===== src/rtl/uart_tx_queue.sv =====
// Byte-queued UART transmitter: FIFO_DEPTH-entry queue feeding an 8N1 serializer.
// Define UART_TX_PARITY_EN to insert an even-parity bit between data and stop.
//
// state  | meaning
// -------+------------------------------------------------------------
// IDLE   | line high; pops the head byte as soon as the queue is non-empty
// START  | start bit (low) for CLK_DIV cycles
// DATA   | 8 data bits, LSB first, CLK_DIV cycles each
// PARITY | even parity of the byte (UART_TX_PARITY_EN only)
// STOP   | stop bit (high); chains straight into START if more bytes wait

module uart_tx_queue #(
    parameter int CLK_DIV    = 4,
    parameter int FIFO_DEPTH = 4
) (
    input  logic       clk,
    input  logic       reset,
    input  logic       tx_send,
    input  logic [7:0] tx_data,
    output logic       tx_full,
    output logic       tx_busy,
    output logic       tx_overflow,
    output logic       uart_tx
);

    localparam int PTR_W = $clog2(FIFO_DEPTH);
    localparam int CNT_W = PTR_W + 1;
    localparam logic [15:0] BIT_RELOAD = 16'(CLK_DIV - 1);
    localparam logic [CNT_W-1:0] FULL_CNT = CNT_W'(FIFO_DEPTH);

`ifdef UART_TX_PARITY_EN
    typedef enum logic [2:0] {
        IDLE   = 3'd0,
        START  = 3'd1,
        DATA   = 3'd2,
        PARITY = 3'd3,
        STOP   = 3'd4
    } state_t;
`else
    typedef enum logic [2:0] {
        IDLE  = 3'd0,
        START = 3'd1,
        DATA  = 3'd2,
        STOP  = 3'd4
    } state_t;
`endif

    state_t           state_q, state_d;
    logic [15:0]      bit_cnt_q, bit_cnt_d;
    logic [2:0]       bit_idx_q, bit_idx_d;
    logic [7:0]       shift_q, shift_d;
    logic             uart_tx_q, uart_tx_d;
    logic             overflow_q, overflow_d;
    logic [PTR_W-1:0] wr_ptr_q, wr_ptr_d;
    logic [PTR_W-1:0] rd_ptr_q, rd_ptr_d;
    logic [CNT_W-1:0] count_q, count_d;
    logic [7:0]       fifo_mem_q [FIFO_DEPTH];
`ifdef UART_TX_PARITY_EN
    logic             parity_q, parity_d;
`endif

    logic       push;
    logic       pop;
    logic       q_empty;
    logic       bit_done;
    logic [7:0] head_byte;

    assign tx_full     = (count_q == FULL_CNT);
    assign q_empty     = (count_q == '0);
    assign tx_busy     = (state_q != IDLE) || !q_empty;
    assign tx_overflow = overflow_q;
    assign uart_tx     = uart_tx_q;
    assign bit_done    = (bit_cnt_q == 16'd0);
    assign head_byte   = fifo_mem_q[rd_ptr_q];

    // Queue bookkeeping; a write while full is dropped even if a pop frees a slot this cycle.
    always_comb begin
        push       = tx_send && !tx_full;
        overflow_d = overflow_q || (tx_send && tx_full);
        wr_ptr_d   = push ? wr_ptr_q + PTR_W'(1) : wr_ptr_q;
        rd_ptr_d   = pop  ? rd_ptr_q + PTR_W'(1) : rd_ptr_q;
        count_d    = count_q;
        if (push && !pop) begin
            count_d = count_q + CNT_W'(1);
        end else if (pop && !push) begin
            count_d = count_q - CNT_W'(1);
        end
    end

    always_comb begin
        state_d   = state_q;
        bit_cnt_d = bit_cnt_q;
        bit_idx_d = bit_idx_q;
        shift_d   = shift_q;
        pop       = 1'b0;
`ifdef UART_TX_PARITY_EN
        parity_d  = parity_q;
`endif

        case (state_q)
            IDLE: begin
                if (!q_empty) begin
                    pop       = 1'b1;
                    state_d   = START;
                    bit_cnt_d = BIT_RELOAD;
                    shift_d   = head_byte;
`ifdef UART_TX_PARITY_EN
                    parity_d  = ^head_byte;
`endif
                end
            end
            START: begin
                if (bit_done) begin
                    state_d   = DATA;
                    bit_cnt_d = BIT_RELOAD;
                    bit_idx_d = 3'd0;
                end else begin
                    bit_cnt_d = bit_cnt_q - 16'd1;
                end
            end
            DATA: begin
                if (bit_done) begin
                    bit_cnt_d = BIT_RELOAD;
                    shift_d   = {1'b0, shift_q[7:1]};
                    if (bit_idx_q == 3'd7) begin
`ifdef UART_TX_PARITY_EN
                        state_d = PARITY;
`else
                        state_d = STOP;
`endif
                    end else begin
                        bit_idx_d = bit_idx_q + 3'd1;
                    end
                end else begin
                    bit_cnt_d = bit_cnt_q - 16'd1;
                end
            end
`ifdef UART_TX_PARITY_EN
            PARITY: begin
                if (bit_done) begin
                    state_d   = STOP;
                    bit_cnt_d = BIT_RELOAD;
                end else begin
                    bit_cnt_d = bit_cnt_q - 16'd1;
                end
            end
`endif
            STOP: begin
                if (bit_done) begin
                    if (!q_empty) begin
                        pop       = 1'b1;
                        state_d   = START;
                        bit_cnt_d = BIT_RELOAD;
                        shift_d   = head_byte;
`ifdef UART_TX_PARITY_EN
                        parity_d  = ^head_byte;
`endif
                    end else begin
                        state_d = IDLE;
                    end
                end else begin
                    bit_cnt_d = bit_cnt_q - 16'd1;
                end
            end
            default: begin
                state_d = IDLE;
            end
        endcase

        // Line level registered from the next state so uart_tx is glitch-free.
        case (state_d)
            START:   uart_tx_d = 1'b0;
            DATA:    uart_tx_d = shift_d[0];
`ifdef UART_TX_PARITY_EN
            PARITY:  uart_tx_d = parity_d;
`endif
            default: uart_tx_d = 1'b1;
        endcase
    end

    always_ff @(posedge clk) begin
        if (reset) begin
            state_q    <= IDLE;
            bit_cnt_q  <= 16'd0;
            bit_idx_q  <= 3'd0;
            shift_q    <= 8'd0;
            uart_tx_q  <= 1'b1;
            overflow_q <= 1'b0;
            wr_ptr_q   <= '0;
            rd_ptr_q   <= '0;
            count_q    <= '0;
`ifdef UART_TX_PARITY_EN
            parity_q   <= 1'b0;
`endif
        end else begin
            state_q    <= state_d;
            bit_cnt_q  <= bit_cnt_d;
            bit_idx_q  <= bit_idx_d;
            shift_q    <= shift_d;
            uart_tx_q  <= uart_tx_d;
            overflow_q <= overflow_d;
            wr_ptr_q   <= wr_ptr_d;
            rd_ptr_q   <= rd_ptr_d;
            count_q    <= count_d;
`ifdef UART_TX_PARITY_EN
            parity_q   <= parity_d;
`endif
        end
    end

    // Storage needs no reset: the pointers and count define what is valid.
    always_ff @(posedge clk) begin
        if (!reset && push) begin
            fifo_mem_q[wr_ptr_q] <= tx_data;
        end
    end

endmodule


===== config.mk =====
export PLATFORM = sky130hd
export DESIGN_NAME = uart_tx_queue
export DESIGN_NICKNAME = d
export VERILOG_FILES = /design/src/rtl/uart_tx_queue.sv
export SDC_FILE = /design/constraint.sdc
export NUM_CORES = 1
export LEC_CHECK = 0
export ABC_AREA = 0
export ABC_CLOCK_PERIOD_IN_PS = 4100
export BUFFER_PORTS_ARGS = -buffer_cell sky130_fd_sc_hd__buf_2
export CAP_MARGIN = 0
export CELL_PAD_IN_SITES_DETAIL_PLACEMENT = 0
export CELL_PAD_IN_SITES_GLOBAL_PLACEMENT = 2
export CORE_MARGIN = 1.5
export CORE_UTILIZATION = 44
export DETAILED_ROUTE_END_ITERATION = 7
export GPL_ROUTABILITY_DRIVEN = 0
export HOLD_SLACK_MARGIN = 0.12
export PLACE_DENSITY = 0.91
export RECOVER_POWER = 100
export SLEW_MARGIN = 20
export SYNTH_ARGS = -nofsm -noshare
export SYNTH_HDL_FRONTEND = slang
export SYNTH_SLANG_ARGS = --single-unit

===== constraint.sdc =====
create_clock -name clk -period 4.1 [get_ports clk]
set_input_delay 0.82 -clock clk [delete_from_list [all_inputs] [get_ports clk]]
set_output_delay 0.82 -clock clk [all_outputs]
set_load 0.1 [all_outputs]

; Yosys cells after proc, flatten, opt, wreduce, memory -nomap -nowiden
; Memory sizes are Yosys's and may differ from the RTL's. A register that Yosys moved wholly into a read port is not among the register bits.
; Index checks and enable logic that the tools add are counted.
[word_totals]
word_cells = 80
ramBits = 32
n_memories = 1
register_bits = 39
input_bits = 11
[op_classes]
n_addsub = 6
reduce_logical = 23
n_eq_ne = 11
mux = 29
[mem_list]
columns = name, depth, width, rd, rd_ports_with_merged_regs, wr, line_no
row1 = fifo_mem_q, 4, 8, 1, 1, 1, 57  ; logic [7:0] fifo_mem_q [FIFO_DEPTH];
[op_table]
columns = operator, count
row1 = 16-bit two-way mux, 3
row2 = 16-bit case mux with 3 select lines, 1
row3 = 3-bit two-way mux, 10
row4 = 8-bit two-way mux, 3
row5 = 8-bit case mux with 3 select lines, 1
row6 = 16-bit logical NOT, 1
row7 = 16-bit by 1-bit subtractor with 16-bit output (second input constant), 1
row8 = 3-bit case mux with 4 select lines, 1
row9 = 3-bit == test (second input constant), 3
row10 = 3-bit nonzero test, 3
row11 = 2-bit != test (second input constant), 4
row12 = 3-bit by 1-bit adder with 3-bit output (second input constant), 2
row13 = 3-bit by 1-bit == test with 1-bit output (second input constant), 2
row14 = 3-bit by 2-bit == test with 1-bit output (second input constant), 2
row15 = 3-bit logical NOT, 2
row16 = 3-bit case mux with 2 select lines, 1
row17 = 1-bit logical AND, 5
row18 = 1-bit logical NOT, 5
row19 = 1-bit two-way mux, 5
row20 = 2-bit by 1-bit adder with 2-bit output (second input constant), 2
row21 = 2-bit two-way mux, 2
row22 = 1-bit case mux with 2 select lines, 2
row23 = 4-bit AND reduction, 1
row24 = 2-bit nonzero test, 2
row25 = 4 further kinds, 5

; Logic depth before layout (Yosys ltp)
; Gate-level depths: netlist of run 1.
[depth]
depth_word = 7
mapped_depth = 11
ltp_nobuf = 11

; Worst setup path after synthesis of run 1
; Ideal clock, no wire load.
[synth_path]
kind = reg2reg
startpoint = register count_q[0]
endpoint = register count_q[2]
n_path_buf = 0
setup_time_ps = 70
t_arrival_ps = 4008
stages_incl_launch_ff = 10
synth_period_minus_slack_ps = 4079
setup_slack_ps = 21
path_cell_list = dfxtp_1 -> nor3b_1 -> nand2b_1 -> inv_1 -> ha_1 -> inv_1 -> fa_1 -> xor2_1 -> or3_1 -> a21oi_1
[synth_lines]
columns = element, line_no
row1 = start: declaration, 56  ; logic [CNT_W-1:0] count_q, count_d;
row2 = start signal: assignment, 204  ; count_q <= count_d;
row3 = 3-bit == test (*), 68  ; assign tx_full = (count_q == FULL_CNT);
row4 = named net tx_full, 20  ; output logic tx_full,
row5 = 1-bit logical NOT (*), 78  ; push = tx_send && !tx_full;
row6 = 1-bit logical AND (*), 78
row7 = named net push, 62  ; logic push;
row8 = 1-bit logical NOT, 85  ; end else if (pop && !push) begin
row9 = 1-bit logical AND, 85
row10 = 2-bit nonzero test (no source line), -
; The timed path passes the listed nets; every way through them passes the cells marked *. The select of a mux whose other input is x is not followed.
; A chain may end at the register's enable or synchronous reset.

; Final worst setup path of run 1
[layout_path]
startpoint = register state_q[1]
endpoint = output tx_busy
[layout_via]
elab_chain_cells = 2
[layout_rtl]
columns = element, line_no
row1 = start: declaration, 48  ; state_t state_q, state_d;
row2 = start signal: assignment, 196  ; state_q <= state_d;
row3 = 3-bit nonzero test, 70  ; assign tx_busy = (state_q != IDLE) || !q_empty;
row4 = 1-bit logical OR, 70
row5 = end: declaration, 21  ; output logic tx_busy,
; No other way between the ends.

==> impl_metrics.ini, run 1 <==
[status]
outcome = complete, but fails checks
failed_checks = capacitance limit, slew limit

[clock_tree]
htreeDepth = 3
cts_buffers = 9
root_buffer = clkbuf_8
hold_buffers = 0
ctsResizeCount = 0
post_cts_buffers = 0
clock-sinks = 73
clk_pin_slew_worst_paths_ns = 0.08
cts_tree = yes
insertion_delay_ns = 0.35
clockBufferDepth = 2

[sta]
finalCritPeriodShare_pct = 73.5
tightestPinTransition_ns = 1.80
min_period_ns = 3.01
fmax_mhz = 332
rsz0062_at_grt = false
setup_ws_ns = 1.09
skew_ns = 0.00840
hold_viol = 0
timing.setup.tns_ns = 0
max-slew-margin-rel_pct = -20.0
finalMaxSlewViolations = 41
setup_viol = 0

[global_route]
grt_pass1_wl_um = 10800
grt_usage_pct = 17.1
grt_pass1_vias = 2214
grt_remaining_overflow = 0
grt_max_degree = 41
antenna_found_initial = 0

[min_path]
hold_depth = 2
min_path_type = flip-flop to flip-flop
holdPathEnd = tx_overflow
hold_start = tx_overflow

[synthesis]
syn_inst = 304
async_flop_share_pct = 0
synthesis.area_mm2 = 0.00334
yosys_warnings = 0
syn_avg_cell_area_um2 = 11.0
ys.flop_type = dfxtp_1
synth_edf_count = 32
yosys.cell_types.count = 53
syn-num-nets = 325
synth_seq_cells = 73
seq_area_frac_synth_pct = 53.3

[die]
row_count = 31
die_h_um = 90.2
start_util_pct = 45.8
coreArea_mm2 = 0.00729
dieArea_mm2 = 0.00813
ios = 15
die_w_um = 90.2

[drt]
dr_total_vias = 2295
drtPass1Iterations = 4
antenna_left = 0
drt-initial-drc-count = 76
drt-total-wl_um = 6370
via_per_inst = 5.46
wire_per_inst_um = 15.2
route.detailed.drc = 0

[layout]
area_growth_pct = 8.87
nets = 337
drive_gt1_share_pct = 10.6
utilization_pct = 49.9
antenna_cells = 0
final_cell_area_mm2 = 0.00364

[critical_path]
cp.required_ns = 3.28
r2r_end = count_q[2]
path_class = flip-flop to output port
reg2regPathDepth = 10
cp.arrival_ns = 2.19
r2r_start = bit_cnt_q[6]
cp_cell_sequence = nor2_1 > nand3b_1 > clkbuf_1
startpoint_type = flip-flop
end_kind = output port
worst_path_max_delay_cell = clkbuf_1
max_stage_delay_ns = 0.86
crit_path_max_fanout = 14
regToRegSetupSlack_ns = 1.20

[placement]
portBuffers = 14
pre_cts_slack_ns = 1.35
hpwl_um = 4260
dpl_cell_area_mm2 = 0.00348

[job]
max-cap-violations = 1
==> state kept, by name, summed over array words and instances, names as in the netlist, named ones only <==
signal	count
tx_overflow	1
state_q	3
shift_q	8
count_q	3
rd_ptr_q	2
bit_idx_q	3
bit_cnt_q	16
wr_ptr_q	2
uart_tx	1
fifo_mem_q	32
==> layout make-up <==
class / count / area (um^2)
Clock inverter: 7 / 77.6
Inverter: 8 / 30.0
Tap cell: 99 / 124
Multi-Input combinational cell: 210 / 1450
Fill cell: 718 / 3650
Timing Repair Buffer: 14 / 53.8
Sequential cell: 73 / 1780
Clock buffer: 9 / 124
==> layer usage <==
layer	wire [um]	GRT usage [%]	share of wire, %
met1	3070	21.3	48
met2	3030	27.7	48
met3	174	5.16	2.7
met4	91	6.75	1.4
met5	0	0	0
==> cells in the mapped netlist, drive strengths merged (3+ instances only) <==
cell type	n	share of area [%]
mux4	8	5.4
clkbuf	9	1.0
a211oi	8	1.8
nor2	46	5.2
a31oi	5	0.94
dfxtp	41	25
nor3	11	2.1
o21ai	14	2.1
mux2i	6	1.8
buf	4	0.79
nand3	11	1.6
xor2	6	1.6
o221a	3	1.0
or3	3	0.56
nand2b	6	1.1
a311oi	4	1.6
nand2	11	1.5
edfxtp	32	29
nor4	3	0.75
ha	9	3.4
and2	6	1.2
inv	8	0.90
a21oi	24	3.6
==> metrics by stage <==
stage                     hold slack [ns]  instances
after global routing                0.497        420
after global placement              0.442        404
after CTS                           0.479        420
after floorplan                     0.450        304
after detailed placement            0.458        404
final                               0.473        420
==> cells by family after synthesis <==
group,share of synthesized area [%]
flip-flops,53.3
AND/OR/NAND/NOR,16.8
XOR/XNOR,1.83
multiplexers,7.53
AO/OA/AOI/OAI,13.9
buffers and inverters,2.70
adder cells (fa/ha/maj),3.97
==> layout by cell type (no fill, tap or decap), types with 8 or more instances in the layout <==
cell       n
nor2_1    46
ha_1       9
dfxtp_1   41
nor3_1     9
clkbuf_1  13
nand3_1   11
a21oi_1   24
a211oi_1   8
o21ai_0   12
edfxtp_1  32
nand2_1   11
mux4_2     8
inv_1      8
clkbuf_8   9
==> worst max path at each step <==
stage / from / to / slack, ns / depth (start not counted)
after floorplan: count_q[0] / count_q[2] / 0.02 / 9
after global placement: bit_cnt_q[6] / count_q[2] / 1.43 / 10
after detailed placement: bit_cnt_q[6] / count_q[2] / 1.35 / 10
after CTS: bit_cnt_q[6] / count_q[2] / 1.32 / 10
after global routing: bit_cnt_q[6] / count_q[2] / 0.83 / 10
final: state_q[1] / tx_busy / 1.09 / 3
==> critical path, delay by kind of cell, from the launching register on <==
| family | cells | cell delay (ns) |
|---|---|---|
| buf+inv | 1 | 0.86 |
| flops | 1 | 0.62 |
| simple gates | 2 | 0.36 |
Power of run 1 is not shown: default switching activity piles up to over one toggle a cycle in this logic, so the estimate is an artifact.
==> inputs of run 2 (changes only) <==
--- a/config.mk
+++ b/config.mk
@@ -6,17 +6,17 @@
 export NUM_CORES = 1
 export LEC_CHECK = 0
 export ABC_AREA = 0
-export ABC_CLOCK_PERIOD_IN_PS = 4100
+export ABC_CLOCK_PERIOD_IN_PS = 3000
 export BUFFER_PORTS_ARGS = -buffer_cell sky130_fd_sc_hd__buf_2
 export CAP_MARGIN = 0
 export CELL_PAD_IN_SITES_DETAIL_PLACEMENT = 0
 export CELL_PAD_IN_SITES_GLOBAL_PLACEMENT = 2
 export CORE_MARGIN = 1.5
-export CORE_UTILIZATION = 44
+export CORE_UTILIZATION = 41
 export DETAILED_ROUTE_END_ITERATION = 7
 export GPL_ROUTABILITY_DRIVEN = 0
 export HOLD_SLACK_MARGIN = 0.12
-export PLACE_DENSITY = 0.91
+export PLACE_DENSITY = 0.86
 export RECOVER_POWER = 100
 export SLEW_MARGIN = 20
 export SYNTH_ARGS = -nofsm -noshare
==> constraint.sdc (replaced) <==
create_clock -name clk -period 3 [get_ports clk]
set_input_delay 0.6 -clock clk [delete_from_list [all_inputs] [get_ports clk]]
set_output_delay 0.6 -clock clk [all_outputs]
set_load 0.1 [all_outputs]
==> run 2 against run 1 <==
  * The run still ends with capacitance limit, slew limit left
  * Core utilization decreased by 2.5 points
  * Clock-buffer cell count unchanged
  * Cell area increased by 1.8%
  * Global-route usage decreased by 0.25 points
  * Hold slack improved by 0.00092 ns
  * Routed wire length increased by 4.7%
  * Via count increased by 3.2%
  * Cell count increased by 2.6%
  * Critical path depth increased by 7
  * Sequential share of layout area decreased by 0.84 points
  * Sequential cell count unchanged
  * First-iteration DRC count increased by 36%
  * Critical path type is now flip-flop to flip-flop
  * Largest cell class unchanged
==> impl_metrics.ini, run 2 (synthesis gave the netlist of run 1 again) <==
[critical_path]
cp_cell_sequence = nor4_2 > nand2_1 > o21ai_0 > nand2_1 > ha_1 > inv_1 > fa_1 > xor2_1 > or3_1 > a21oi_1
max_stage_delay_ns = 0.41
path_class = flip-flop to flip-flop
crit_path_max_fanout = 5
crit_top_cell = nand2_1
reg2regPathDepth = 10
startpoint_type = flip-flop
worst_path_max_delay_cell = nor4_2
end_kind = flip-flop
cp.arrival_ns = 2.88
cp.required_ns = 3.27

[sta]
hold_viol = 0
timing.setup.tns_ns = 0
max-slew-margin-rel_pct = -20.8
finalMaxSlewViolations = 40
whs_ns = 0.474
fmax_mhz = 382
skew_ns = 0.0114
finalCritPeriodShare_pct = 87.3
rsz0062_at_grt = false
tightestPinTransition_ns = 1.81
min_period_ns = 2.62
setup_viol = 0

[status]
outcome = complete, but fails checks
failed_checks = capacitance limit, slew limit

[drt]
via_per_inst = 5.50
drt-total-wl_um = 6670
drt-initial-drc-count = 103
drtPass1Iterations = 4
wire_per_inst_um = 15.5
antenna_left = 0
route.detailed.drc = 0
dr_total_vias = 2369

[min_path]
hold_depth = 2
min_path_type = flip-flop to flip-flop

[clock_tree]
cts_buffers = 9
clk_pin_slew_worst_paths_ns = 0.08
post_cts_buffers = 0
htreeDepth = 3
clock-sinks = 73
ctsResizeCount = 0
cts_tree = yes
insertion_delay_ns = 0.36
root_buffer = clkbuf_8
clockBufferDepth = 2
hold_buffers = 0

[pwr]
seqPwrFrac_pct = 32.6
power.total_mw = 4.57
pwr_density_cell_mw_per_mm2 = 1240
net-switching-power_mw = 2.08
internal-power_mw = 2.49
comb_power_share_pct = 49.5
p_leak_nw = 1.32
swShare_pct = 45.5
power_frac_clock_pct = 17.9
ir_drop_v = 0.000431

[die]
start_util_pct = 42.8
ios = 15
die_w_um = 93.3
dieArea_mm2 = 0.00870
die_h_um = 93.3
coreArea_mm2 = 0.00781
row_count = 32

[layout]
area_growth_pct = 10.8
nets = 345
drive_gt1_share_pct = 12.8
layout_common_cells = nor2_1 (46), dfxtp_1 (41), edfxtp_1 (32), a21oi_1 (24), clkbuf_1 (14)
layout_commonest_cell = nor2_1
antenna_cells = 0
nFillCells = 773
utilization_pct = 47.4
largest_reg_flops = 32
top_regs = fifo_mem_q x32, bit_cnt_q x16, shift_q x8
top_register = fifo_mem_q

[global_route]
grt_pass1_wl_um = 11100
grt_usage_pct = 16.8
grt_pass1_vias = 2291
grt_remaining_overflow = 0
antenna_found_initial = 0
grt_max_degree = 40

[job]
max-cap-violations = 1

[placement]
portBuffers = 14
hpwl_um = 4460
run 2: per-stage QoR:
step	std cells	setup WS (ns)	instance area, um^2
after detailed placement	415	0.401	3540
after CTS	431	0.360	3750
after global placement	415	0.443	3540
after global routing	431	0.162	3700
after floorplan	304	0.00523	3350
final	431	0.382	3700
run 2: layer usage:
metal	wire, um	track usage (%)	vias up
met1	3090	20.5	1143
met3	195	3.90	10
li1	-	-	1172
met4	107	8.71	0
met5	0	0	-
met2	3270	27.7	44
run 2: worst max-delay path, delay by kind of cell, from the launching register on:
family                   cells  cell delay [ns]
AND/OR/NAND/NOR              4             1.11
flip-flops                   1             0.36
XOR/XNOR                     1             0.08
buffers and inverters        1             0.08
adder cells (fa/ha/maj)      2             0.45
AO/OA/AOI/OAI                2             0.45
run 2: final timing paths:
path                  to  slack (ns)          from
min reg2reg  tx_overflow        0.47   tx_overflow
min          tx_overflow        0.47   tx_overflow
max reg2reg   count_q[2]        0.38  bit_cnt_q[6]
max           count_q[2]        0.38  bit_cnt_q[6]
run 2: area by class of cell:
cell class | count | area (um^2) | share of cell area [%]
clock inverters | 7 | 85.1 | 2.30
multi-input cells | 210 | 1450 | 39.1
flip-flops and latches | 73 | 1780 | 48.1
well taps | 102 | 128 | 3.45
inverters | 8 | 30.0 | 0.811
clock buffers | 9 | 124 | 3.35
repair buffers | 22 | 105 | 2.84
run 2: power groups by stage:
stage	Sequential, mW	Combinational, mW	Clock (mW)
2_1_floorplan	1.48	1.90	0
3_3_place_gp	1.51	2.38	0
3_5_place_dp	1.51	2.38	0
4_1_cts	1.49	2.40	0.845
5_1_grt	1.53	2.53	0.881
6_report	1.49	2.26	0.819
Note: power is estimated with default switching activity, not from simulation.
==> inputs of run 3 (changes only) <==
--- a/config.mk
+++ b/config.mk
@@ -11,11 +11,11 @@
 export CAP_MARGIN = 0
 export CELL_PAD_IN_SITES_DETAIL_PLACEMENT = 0
 export CELL_PAD_IN_SITES_GLOBAL_PLACEMENT = 2
-export CORE_MARGIN = 1.5
+export CORE_MARGIN = 2
 export CORE_UTILIZATION = 41
 export DETAILED_ROUTE_END_ITERATION = 7
 export GPL_ROUTABILITY_DRIVEN = 0
-export HOLD_SLACK_MARGIN = 0.12
+export HOLD_SLACK_MARGIN = 0.06
 export PLACE_DENSITY = 0.86
 export RECOVER_POWER = 100
 export SLEW_MARGIN = 20
==> run 3 against run 2 <==
  * The flow still finishes with violations (capacitance limit, slew limit)
  * Clock power fell by 12%
  * Sequential cell count stayed put
  * Largest cell class unchanged
  * First-iteration DRC count down 1.9%
  * Non-clock buffer count fell by 1
  * Core utilization decreased by 0.32 points
  * Cell area down 0.68%
  * Maximum frequency is 2.2% lower
  * Hold slack lost 0.0010 ns
  * Die area up 2.2%
  * Power shrank 2.5%
  * Clock skew shrank 0.0016 ns
  * Largest power group unchanged
==> impl_metrics.ini, run 3 (synthesis gave the netlist of run 1 again) <==
[status]
outcome = complete, but fails checks
failed_checks = capacitance limit, slew limit

[critical_path]
path_class = flip-flop to flip-flop
cp.required_ns = 3.24
cp.arrival_ns = 2.91
crit_path_max_fanout = 13
end_kind = flip-flop
startpoint_type = flip-flop

[layout]
final_cell_area_mm2 = 0.00368
nets = 344
antenna_cells = 0
top_register = fifo_mem_q
layout_common_cells = nor2_1 (46), dfxtp_1 (41), edfxtp_1 (32), a21oi_1 (24), clkbuf_1 (15)
area_growth_pct = 10.0
drive_gt1_share_pct = 12.8
largest_reg_flops = 32
top_regs = fifo_mem_q x32, bit_cnt_q x16, shift_q x8
utilization_pct = 47.1
layout_commonest_cell = nor2_1

[pwr]
swShare_pct = 46.2
ir_drop_v = 0.000413
net-switching-power_mw = 2.06
power_frac_clock_pct = 16.1
p_leak_nw = 1.30
seqPwrFrac_pct = 33.5
pwr_density_cell_mw_per_mm2 = 1210
comb_power_share_pct = 50.4
internal-power_mw = 2.40
power.total_mw = 4.46

[die]
die_w_um = 94.3
start_util_pct = 42.8
row_count = 32
coreArea_mm2 = 0.00781
ios = 15
die_h_um = 94.3
dieArea_mm2 = 0.00889

[sta]
hold_viol = 0
max-slew-margin-rel_pct = -25.1
skew_ns = 0.00984
whs_ns = 0.473
tightestPinTransition_ns = 1.88
timing.setup.tns_ns = 0
min_period_ns = 2.68
fmax_mhz = 373
setup_viol = 0
rsz0062_at_grt = false
finalMaxSlewViolations = 41
finalCritPeriodShare_pct = 89.3

[placement]
portBuffers = 14
dpl_cell_area_mm2 = 0.00354
hpwl_um = 4330

[global_route]
grt_pass1_wl_um = 11200
grt_usage_pct = 16.4
antenna_found_initial = 0
grt_max_degree = 41
grt_pass1_vias = 2342
grt_remaining_overflow = 0

[drt]
drt-total-wl_um = 6450
wire_per_inst_um = 15.0
drtPass1Iterations = 4
via_per_inst = 5.42
antenna_left = 0
drt-initial-drc-count = 101
route.detailed.drc = 0
dr_total_vias = 2332

[clock_tree]
clockBufferDepth = 2
cts_tree = yes
htreeDepth = 3
root_buffer = clkbuf_8
hold_buffers = 0
cts_buffers = 9
post_cts_buffers = 0
clock-sinks = 73
insertion_delay_ns = 0.35
clk_pin_slew_worst_paths_ns = 0.08
ctsResizeCount = 0

[min_path]
min_path_type = flip-flop to flip-flop

[job]
max-cap-violations = 1
==> run 3: changes by cell type in the layout (fill, tap and decap cells not counted), sizes merged <==
cell | before | now
bufinv | 1 | 0
inv | 12 | 13
buf | 7 | 5
clkinv | 2 | 1
clkinvlp | 0 | 1
clkbuf | 24 | 25
==> run 3: routing by layer <==
layer,GRT usage [%],share of wire (%),vias up
met2,27.3,48,25
li1,-,-,1170
met4,4.83,1.1,0
met5,0,0,-
met3,5.46,3.2,6
met1,20.4,47,1131
==> run 3: final cells by class <==
type / count / area, um^2
Timing Repair Buffer: 21 / 96.3
Fill cell: 771 / 4130
Clock buffer: 9 / 124
Tap cell: 102 / 128
Multi-Input combinational cell: 210 / 1460
Clock inverter: 7 / 58.8
Sequential cell: 73 / 1780
Inverter: 8 / 30.0
==> run 3: critical path, stage by stage, from the launching register on <==
cell	delay, ns
dfxtp_1	0.36
nor4_2	0.39
and2_0	0.28
nand2_1	0.26
a311oi_4	0.30
clkbuf_1	0.51
inv_1	0.18
a311oi_1	0.28
==> run 3: final timing paths <==
path,slack (ns),cells past startpoint,endpoint,startpoint
max,0.32,7,bit_cnt_q[12],bit_cnt_q[6]
min,0.47,2,tx_overflow,tx_overflow
max reg2reg,0.32,7,bit_cnt_q[12],bit_cnt_q[6]
min reg2reg,0.47,2,tx_overflow,tx_overflow
==> run 3: metrics by stage <==
| step | setup WS [ns] | cells |
|---|---|---|
| after floorplan | 0.00523 | 304 |
| after global placement | 0.438 | 414 |
| after detailed placement | 0.405 | 414 |
| after CTS | 0.374 | 430 |
| after global routing | 0.0648 | 430 |
| final | 0.322 | 430 |
==> run 3: power by group through the flow <==
stage | Clock [mW] | Sequential, mW | Combinational, mW
3_3_place_gp | 0 | 1.51 | 2.38
2_1_floorplan | 0 | 1.48 | 1.90
3_5_place_dp | 0 | 1.51 | 2.37
4_1_cts | 0.742 | 1.49 | 2.39
5_1_grt | 0.795 | 1.53 | 2.54
6_report | 0.720 | 1.49 | 2.25
